**src/rtl/bsa_pkg.sv**
```systemverilog
// Shared types and constants for the bit-serial adder sequencer.
package bsa_pkg;

  localparam int BSA_WIDTH_DEF = 8;

  typedef enum logic [1:0] {
    IDLE = 2'd0,
    RUN  = 2'd1,
    DONE = 2'd2
  } bsa_state_e;

  // Counter must reach WIDTH itself (one past the last bit index).
  function automatic int bsa_cnt_w(input int w);
    return $clog2(w + 1);
  endfunction

endpackage

```
**src/rtl/bsa_bit_slice.sv**
```systemverilog
// One-bit full adder; the only arithmetic in the serial datapath.
module bsa_bit_slice (
  input  logic a,
  input  logic b,
  input  logic c,
  output logic s,
  output logic co
);

  assign s  = a ^ b ^ c;
  assign co = (a & b) | ((a ^ b) & c);

endmodule

```
**src/rtl/bit_serial_adder_ctrl.sv**
```systemverilog
// Bit-serial adder: one full-adder slice, one bit per clock, LSB first.
// Optional macro BSA_SIGNED_OVF_EN adds a two's-complement overflow output ovf.
module bit_serial_adder_ctrl
  import bsa_pkg::*;
#(
  parameter int WIDTH = BSA_WIDTH_DEF
) (
  input  logic             clk,
  input  logic             rst_n,
  input  logic             in_valid,
  output logic             in_ready,
  input  logic [WIDTH-1:0] a,
  input  logic [WIDTH-1:0] b,
  input  logic             cin,
  output logic             out_valid,
  input  logic             out_ready,
  output logic [WIDTH-1:0] sum,
  output logic             cout,
  output logic             busy
`ifdef BSA_SIGNED_OVF_EN
  ,
  output logic             ovf
`endif
);

  localparam int CNT_W = bsa_cnt_w(WIDTH);

  bsa_state_e       state, state_nxt;
  logic [WIDTH-1:0] a_sh, b_sh, sum_sh;
  logic             carry;
  logic [CNT_W-1:0] cnt;
  logic             load, step, last;
  logic             slice_s, slice_co;

  assign last = (cnt == CNT_W'(WIDTH - 1));

  bsa_bit_slice u_slice (
    .a  (a_sh[0]),
    .b  (b_sh[0]),
    .c  (carry),
    .s  (slice_s),
    .co (slice_co)
  );

  always_ff @(posedge clk or negedge rst_n) begin
    if (!rst_n) state <= IDLE;
    else        state <= state_nxt;
  end

  always_comb begin
    state_nxt = state;
    in_ready  = 1'b0;
    out_valid = 1'b0;
    busy      = 1'b0;
    load      = 1'b0;
    step      = 1'b0;
    case (state)
      IDLE: begin
        in_ready = 1'b1;
        if (in_valid) begin
          load      = 1'b1;
          state_nxt = RUN;
        end
      end
      RUN: begin
        busy = 1'b1;
        step = 1'b1;
        if (last) state_nxt = DONE;
      end
      DONE: begin
        busy      = 1'b1;
        out_valid = 1'b1;
        if (out_ready) state_nxt = IDLE;
      end
      default: state_nxt = IDLE;
    endcase
  end

  // sum_sh is not cleared on load: the previous result stays visible in IDLE
  // and is naturally shifted out while the next operation runs.
  always_ff @(posedge clk or negedge rst_n) begin
    if (!rst_n) begin
      a_sh   <= '0;
      b_sh   <= '0;
      sum_sh <= '0;
      carry  <= 1'b0;
      cnt    <= '0;
    end else if (load) begin
      a_sh  <= a;
      b_sh  <= b;
      carry <= cin;
      cnt   <= '0;
    end else if (step) begin
      a_sh   <= {1'b0, a_sh[WIDTH-1:1]};
      b_sh   <= {1'b0, b_sh[WIDTH-1:1]};
      sum_sh <= {slice_s, sum_sh[WIDTH-1:1]};
      carry  <= slice_co;
      cnt    <= cnt + CNT_W'(1);
    end
  end

`ifdef BSA_SIGNED_OVF_EN
  logic ovf_q;

  // On the last bit, carry is the carry into the MSB and slice_co is cout.
  always_ff @(posedge clk or negedge rst_n) begin
    if (!rst_n)          ovf_q <= 1'b0;
    else if (step && last) ovf_q <= carry ^ slice_co;
  end

  assign ovf = ovf_q;
`endif

  assign sum  = sum_sh;
  assign cout = carry;

endmodule

```
**config.mk**
```make
export PLATFORM = sky130hd
export DESIGN_NAME = bit_serial_adder_ctrl
export DESIGN_NICKNAME = d
export VERILOG_FILES = /design/src/rtl/bsa_pkg.sv /design/src/rtl/bsa_bit_slice.sv /design/src/rtl/bit_serial_adder_ctrl.sv
export SDC_FILE = /design/constraint.sdc
export NUM_CORES = 1
export LEC_CHECK = 0
export CAP_MARGIN = 20
export CORE_ASPECT_RATIO = 1.75
export CORE_MARGIN = 4
export CORE_UTILIZATION = 51
export CTS_BUF_LIST = sky130_fd_sc_hd__clkbuf_8
export CTS_CLUSTER_SIZE = 8
export DETAILED_ROUTE_END_ITERATION = 10
export PLACE_DENSITY_LB_ADDON = 0.25
export SYNTH_ARGS = -nofsm -noshare
export SYNTH_HDL_FRONTEND = slang
export SYNTH_SLANG_ARGS = --single-unit
```
**constraint.sdc**
```tcl
create_clock -name clk -period 1.71 [get_ports clk]
set_clock_uncertainty 0.05 [all_clocks]
set_input_delay 0.2565 -clock clk [delete_from_list [all_inputs] [get_ports clk]]
set_output_delay 0.2565 -clock clk [all_outputs]
set_load 0.01 [all_outputs]
```
Word level (Yosys, flattened, before mapping) --
Index checks and enable logic that the tools add are counted. Widths: inputs -> output; s select.
Word-level totals: input bits 21, bits in registers 31
Cells by class: bitwise logic cells 6, $add $sub $neg 1, muxes and demuxes 18, reduce and logical (&&, ||, !) cells 5, equality and inequality tests 6
Operator list (number):
- $mux 8 | 4
- $mux 1 | 8
- $mux 4 | 2
- $mux 2 | 3
- $ne 2x2->1 const B | 3
- $pmux 2 s3 | 1
- $add 4x1->4 const B | 1
- $eq 4x3->1 const B | 1
- $reduce_and 3->1 | 1
- $and 1x1->1 | 2
- $eq 2x1->1 const B | 1
- $eq 2x2->1 const B | 1
- $logic_not 2->1 | 1
- $reduce_and 2->1 | 1
- $reduce_bool 2->1 | 1
- $reduce_or 2->1 | 1
- $xor 1x1->1 | 2
- $not 1->1 | 1
- $or 1x1->1 | 1

Longest topological paths before layout --
Gate-level depths: netlist of run 1.
depth after elaboration 5, mapped depth 7

Modules after synthesis --
Synthesis of run 1 repeated with hierarchy kept, for this count alone.
Unflattened totals: cells, all modules 123, area, all modules 1438.9 µm²
Modules (own cells, without submodules):
- bit_serial_adder_ctrl | cells each 122, instances 1, sequential area each 775.7 µm², area an instance 1418.9 µm²
- bsa_bit_slice | cells each 1, instances 1, sequential area each 0.0 µm², area an instance 20.0 µm²

Worst setup path after synthesis of run 1 --
OpenSTA, ideal clock, no wires.
path kind register to register, start point register state[0], end point register state[0], arrival 1.354 ns, period minus slack after synthesis 1.529 ns, stages on the path, launching flop included 6, required time 1.535 ns, buffers on the path 0, path slack 0.181 ns, cell sequence dfrtp_1 > inv_1 > ha_1 > and2b_4 > a211oi_2 > mux2_2
Between the ends: cells in the longest elaborated chain, start to end 3, elaborated cells between the ends (all ways) 8, those cells by class eq/ne: 5; mux: 1; reduce/logical: 2
RTL lines:
- from (decl) | RTL line bit_serial_adder_ctrl.sv:28 | bsa_state_e state, state_nxt;
- from (signal assigned) | RTL line bit_serial_adder_ctrl.sv:47 | else state <= state_nxt;
- $eq 2x1->1, or another cell as far along | RTL line bit_serial_adder_ctrl.sv:57 | case (state)
- $ne 2x2->1 (no line)
- $reduce_and 3->1 (no line)
Parallel ways exist; a longest one is shown, timed or not. A chain may end at the register's enable or synchronous reset.

Worst setup path in the final report of run 1 --
start point register state[0], end point output busy
Between the ends: cells in the longest elaborated chain, start to end 3, elaborated cells between the ends (all ways) 4, those cells by class eq/ne: 2; mux: 1; reduce/logical: 1
RTL lines:
- $eq 2x2->1 / $eq 2x1->1 (equally long branches) | RTL line bit_serial_adder_ctrl.sv:57
- $reduce_or 2->1 (no line) (*)
- $mux 1 (*) | RTL line bit_serial_adder_ctrl.sv:57
- to (decl) | RTL line bit_serial_adder_ctrl.sv:19 | output logic busy
Mark *: on every way between the ends. The rest lies on a longest branch, timed or not.

==> out/results.tsv, run 1 <==
metric	value	unit
Ports	33	
row cnt	25	
post-route ant nets	0	
r2r setup slk	150	ps
die span in y	78.5	um
Fin Setup TNS	0	ps
global route total overflow	0	
Reg area	776	sq um
Die X	48.3	um
worst skew pair latency	280	ps
CP Launch Type	register	
Post-synth EDFFs	0	
root buf cell	clkbuf_8	
Via density	5.31	
TritonRoute pass-1 iters	4	
CTS Hold Buffers Added	0	
dpl cell area	1790	sq um
Setup CP Type	reg2out	
reg2reg end	state[0]	
CTS buffer count	5	
maximum VDD drop	0.932	mV
synth top area cells	dfrtp_1 54%, mux2i_1 11%, mux2_2 7.0%	
Reg-to-Reg Start	state[0]	
area grow syn2layout	30.8	%
most common cell after layout, fill and taps aside	dfrtp_1	
H-tree depth	2	
count of final hold-check violations	0	
number of global-route vias before repair	1067	
crit path time final	1590	ps
global-route wire length before repair	4.53	mm
Worst EP required	1400	ps
Max Clock Freq	0.628	GHz
maxcap violations	0	
Final Cell Area	1890	sq um
source of the critical timing path	state[0]	
worst-path cell chain	inv_1 -> ha_1 -> dlygate4sd2_1	
Total Nets Final	184	
syn_nets	149	
Worst Hold Class	in2async	
DP Wirelength	2.01	mm
# DRC	0	
Synth Register Bits	31	
top_reg_cell synth	dfrtp_1	
post-synthesis sequential area ratio	53.6	%
TritonCTS clock tree	yes	
worst-path fanout max	3	
Critical Path End	busy	
Final Setup Violations	0	
total track usage	17.3	%
drt first-iter violations	11	
reg2reg path depth	5	
core area	2720	sq um
final wirelength	2.74	mm
antenna cells	0	
Synth async-reset ratio	100	%
Worst path slowest cell	dfrtp_1	
post-synth cell types	24	
crit-path leading delay family	flip-flops	
pwr/cell area	1840	nW/um^2
clock sinks	31	
Final Max Tran Viols	0	
Avg Cell Area, Syn	11.8	sq um
Ys Warns	0	
largest area contributor in the netlist	dfrtp_1	
fillers	217	
area occupied by multi-input gates	602	sq um
most frequent cells in the layout	31 x dfrtp_1, 29 x clkdlybuf4s50_1, 18 x nand2_1	
leakage	0.857	nW
DR vias	983	
Worst-path clk slew	60	ps
CTS Buffer Depth	2	
Cell Area, Synth	1450	sq um
Crit. End Element	output port	
buffers plus inverters on the worst setup path	2	
Worst slew margin	74.7	%
Gate Count Post-Synth	123	
initial antenna violation count	0	
Yosys top cell area share	53.6	%
Tot Pwr	3.48	mW
Slew @ Worst Pin	380	ps
RSZ-0062 raised after global routing	no	
outcome	complete, no violations	
CP max stage delay	370	ps
Port-buffer cells	32	
final cycle utilization of the critical path	93.1	%
Critical Path AT	1290	ps
Starting Density	53.2	%
largest net degree at the start of global routing	39	
share of layout cells above drive strength 1	13.3	%
Wirelength per Cell	14.8	um
WP depth	3	
DIE AREA	3790	sq um
final RePlAce weighted congestion	0.695	
[layer usage]
metal / global-route usage, % / wire length (um) / up-vias
met2: 29.7 / 1540 / 26
met4: 8.89 / 57 / 0
met5: 0 / 0 / -
li1: - / - / 483
met1: 16.7 / 1010 / 467
met3: 5.73 / 140 / 7
[what timing repair did]
| item | CTS | global route |
|---|---|---|
| resized for setup | 3 | 0 |
| setup buffers | 1 | 0 |
| setup endpoints to repair | 3 | 0 |
| endpoints found under the hold margin | 0 | 0 |
[worst min path at each step]
stage | start | endpoint | slack (ps) | depth (start not counted)
2_1_floorplan | rst_n | a_sh[0] | -90 | 0
3_3_place_gp | sum[0] | sum[0] | 440 | 1
3_5_place_dp | sum[0] | sum[0] | 450 | 1
4_1_cts | rst_n | b_sh[3] | 320 | 2
5_1_grt | rst_n | b_sh[1] | 330 | 2
6_report | rst_n | b_sh[4] | 310 | 2
[power breakdown]
part / internal (mW) / total [mW] / switching, mW / leakage [nW]
registers: 1.08 / 1.29 / 0.217 / 0.386
clock network: 0.420 / 0.675 / 0.255 / 0.0554
logic: 0.844 / 1.51 / 0.667 / 0.415
[final cells by class]
cell class / count / share of cell area [%]
Sequential cell: 31 / 41.0
Inverter: 2 / 0.397
Multi-Input combinational cell: 82 / 31.8
Timing Repair Buffer: 36 / 19.6
Clock buffer: 5 / 3.64
Tap cell: 27 / 1.78
Clock inverter: 2 / 1.78
[per-stage QoR]
step | hold WS (ps) | instances | utilization [%] | worst slack (ps)
2_1_floorplan | -89.1 | 123 | - | 181
3_3_place_gp | 442 | 177 | 65.7 | 99.6
3_5_place_dp | 446 | 177 | 65.7 | 49.6
4_1_cts | 316 | 185 | 69.6 | 98.5
5_1_grt | 335 | 185 | 69.6 | 79.2
6_report | 310 | 185 | 69.6 | 118
[Yosys cell counts, types with 2 or more instances]
cell and count:
buf_2 2, buf_4 2, buf_6 3, dfrtp_1 31
ha_1 4, inv_1 2, mux2_2 9, mux2i_1 16
nand2_1 18, nand2b_1 2, nor2_1 4, o21ai_0 17
xor2_1 2
[kinds of logic after synthesis]
family,share of synthesized area [%]
AO/OA/AOI/OAI,7.43
XOR/XNOR,1.82
adder cells (fa/ha/maj),4.84
buffers and inverters,4.84
flip-flops,53.6
multiplexers,18.1
AND/OR/NAND/NOR,9.42
[worst register-to-register path, delay by kind of cell (launching register included)]
kind | cells | cell delay, ps
buffers and inverters | 1 | 70
muxes | 1 | 350
adders and majority gates | 1 | 230
and+or+nand+nor | 1 | 190
DFF | 1 | 370
AOI/OAI and AO/OA | 1 | 200
[sequential cells by signal, summed over array words and instances (netlist names)]
name	cells
a_sh	8
b_sh	8
cnt	4
cout	1
state	2
sum	8
No activity file was read; power rests on OpenSTA's default activity.
==> inputs of run 2 (changes only) <==
--- a/config.mk
+++ b/config.mk
@@ -7,11 +7,12 @@
 export LEC_CHECK = 0
 export CAP_MARGIN = 20
 export CORE_ASPECT_RATIO = 1.75
-export CORE_MARGIN = 4
+export CORE_MARGIN = 1.5
 export CORE_UTILIZATION = 51
 export CTS_BUF_LIST = sky130_fd_sc_hd__clkbuf_8
 export CTS_CLUSTER_SIZE = 8
 export DETAILED_ROUTE_END_ITERATION = 10
+export GPL_TIMING_DRIVEN = 0
 export PLACE_DENSITY_LB_ADDON = 0.25
 export SYNTH_ARGS = -nofsm -noshare
 export SYNTH_HDL_FRONTEND = slang
==> run 2 against run 1 <==
Compared with the run above:
- global-route usage up 3.1 points
- non-clock buffer count up 6
- power is 3.0% lower
- sequential share of layout area decreased by 0.53 points
- die area decreased by 16%
- cell count rose by 3.8%
- via count increased by 6.2%
- design area is 1.3% higher
- count of clock-buffer cells in the layout stayed put
==> out/results.tsv, run 2 (synthesis gave the netlist of run 1 again) <==
metric	value	unit	change
Via density	5.44		was 5.31
final wirelength	2.71	mm	was 2.74 mm
core area	2690	sq um	was 2720 sq um
Worst Hold Class	in2async		unchanged
Slew @ Worst Pin	638	ps	was 380 ps
initial antenna violation count	0		unchanged
Total Nets Final	190		was 184
Final Setup Violations	0		unchanged
pwr/cell area	1760	nW/um^2	was 1840 nW/um^2
CTS Hold Buffers Added	0		unchanged
final RePlAce weighted congestion	0.691		was 0.695
die span in y	73.5	um	was 78.5 um
hold_ws	325	ps	was 310 ps
Critical Path AT	1310	ps	was 1290 ps
worst-path cell chain	inv_1 -> ha_2 -> dlygate4sd2_1		was inv_1 -> ha_1 -> dlygate4sd2_1
number of global-route vias before repair	1108		was 1067
clock power share	15.7	%	was 19.4%
P_sw	1.15	mW	was 1.14 mW
most frequent cells in the layout	31 x dfrtp_1, 29 x clkdlybuf4s50_1, 18 x nand2_1		unchanged
most common cell after layout, fill and taps aside	dfrtp_1		unchanged
Fin Setup TNS	0	ps	unchanged
Wirelength per Cell	14.1	um	was 14.8 um
total track usage	20.4	%	was 17.3%
Sequential Power Share	38.2	%	was 37.2%
reg2reg end	a_sh[0]		was state[0]
CTS buffer count	5		unchanged
worst-path fanout max	3		unchanged
crit path time final	1620	ps	was 1590 ps
CP max stage delay	400	ps	was 370 ps
H-tree depth	2		unchanged
area grow syn2layout	32.5	%	was 30.8%
row cnt	25		unchanged
Worst EP required	1400	ps	about the same
Tot Pwr	3.38	mW	was 3.48 mW
root buf cell	clkbuf_8		unchanged
Max Clock Freq	0.617	GHz	was 0.628 GHz
Final Max Tran Viols	0		unchanged
worst setup margin	90.3	ps	was 118 ps
post-route ant nets	0		unchanged
Crit. End Element	output port		unchanged
Internal Power	2.23	mW	was 2.34 mW
switching share of power	34.1	%	was 32.7%
TritonRoute pass-1 iters	4		unchanged
Reg-to-Reg Start	state[0]		unchanged
worst skew pair latency	280	ps	about the same
Worst path slowest cell	dfrtp_1		unchanged
Final Cell Area	1920	sq um	was 1890 sq um
drt first-iter violations	15		was 11
Port-buffer cells	32		unchanged
clock sinks	31		unchanged
TritonCTS clock tree	yes		unchanged
Die X	43.3	um	was 48.3 um
Worst slew margin	57.3	%	was 74.7%
antenna cells	0		unchanged
share of layout cells above drive strength 1	17.0	%	was 13.3%
DP Wirelength	2.10	mm	was 2.01 mm
CP Launch Type	register		unchanged
dpl ws	52.1	ps	was 49.6 ps
count of final hold-check violations	0		unchanged
maxcap violations	0		unchanged
global route total overflow	0		unchanged
RSZ-0062 raised after global routing	no		unchanged
Worst-path clk slew	60	ps	about the same
DR vias	1044		was 983
dpl cell area	1830	sq um	was 1790 sq um
largest net degree at the start of global routing	21		was 39
DIE AREA	3180	sq um	was 3790 sq um
CTS Buffer Depth	2		unchanged
global-route wire length before repair	4.89	mm	was 4.53 mm
logic gate share of total power	46.2	%	was 43.4%
# DRC	0		unchanged
Setup CP Type	reg2out		unchanged
maximum VDD drop	1.02	mV	was 0.932 mV
outcome	complete, no violations		unchanged
final cycle utilization of the critical path	94.7	%	was 93.1%
Ports	33		unchanged
Starting Density	53.8	%	was 53.2%
r2r setup slk	170	ps	was 150 ps
leakage	0.882	nW	was 0.857 nW
reg2reg path depth	7		was 5
[run 2: changes by cell type in the layout (fill, tap and decap cells not counted)]
cell and delta:
buf_6 +3, buf_12 -2, buf_2 +2, buf_16 +1, buf_4 +1, bufinv_16 -1
clkbuf_2 +1, clkinv_2 +1, ha_1 -1, ha_2 +1, inv_1 +1
[run 2: area by class of cell]
class	count	area (sq um)
Sequential cell	31	776
Fill cell	220	772
Multi-Input combinational cell	82	604
Timing Repair Buffer	34	352
Clock buffer	5	68.8
Buffer	8	63.8
Tap cell	27	33.8
Clock inverter	3	12.5
Inverter	2	7.51
[run 2: per-stage QoR]
stage | cells | utilization (%)
after floorplan | 123 | -
after global placement | 182 | 67.0
after detailed placement | 183 | 68.0
after CTS | 192 | 71.3
after global routing | 192 | 71.3
final | 192 | 71.3
[run 2: how the worst max path moves through the flow]
stage / from / endpoint / slack [ps] / cells past startpoint
2_1_floorplan: state[0] / state[0] / 180 / 5
3_3_place_gp: rst_n / a_sh[6] / -160 / 1
3_5_place_dp: in_valid / state[0] / 50 / 4
4_1_cts: state[0] / busy / 80 / 3
5_1_grt: state[0] / b_sh[1] / 10 / 7
6_report: state[0] / busy / 90 / 3
[run 2: worst max-delay path, delay by kind of cell (launching register included)]
| family | cells | cell delay (ps) |
|---|---|---|
| flops | 1 | 400 |
| fa+ha+maj | 1 | 270 |
| buf+inv | 2 | 370 |
[run 2: metal layers]
layer / vias to the layer above / track usage [%] / part of all wire, %
met1: 515 / 23.9 / 38
met4: 0 / 6.06 / 0.85
met2: 30 / 35.7 / 56
met5: - / 0 / 0
li1: 496 / - / -
met3: 3 / 5.41 / 4.4
[run 2: power by group through the flow]
stage	clock network (mW)	logic (mW)	registers (mW)
2_1_floorplan	0	1.01	1.30
3_3_place_gp	0	1.52	1.28
3_5_place_dp	0	1.59	1.31
4_1_cts	0.543	1.59	1.29
5_1_grt	0.572	1.72	1.34
6_report	0.529	1.56	1.29
[run 2: what timing repair did]
action,4_1_cts,5_1_grt
hold endpoints to repair,0,0
endpoints found under the setup margin,3,2
resized for setup,4,2
setup buffers,1,0
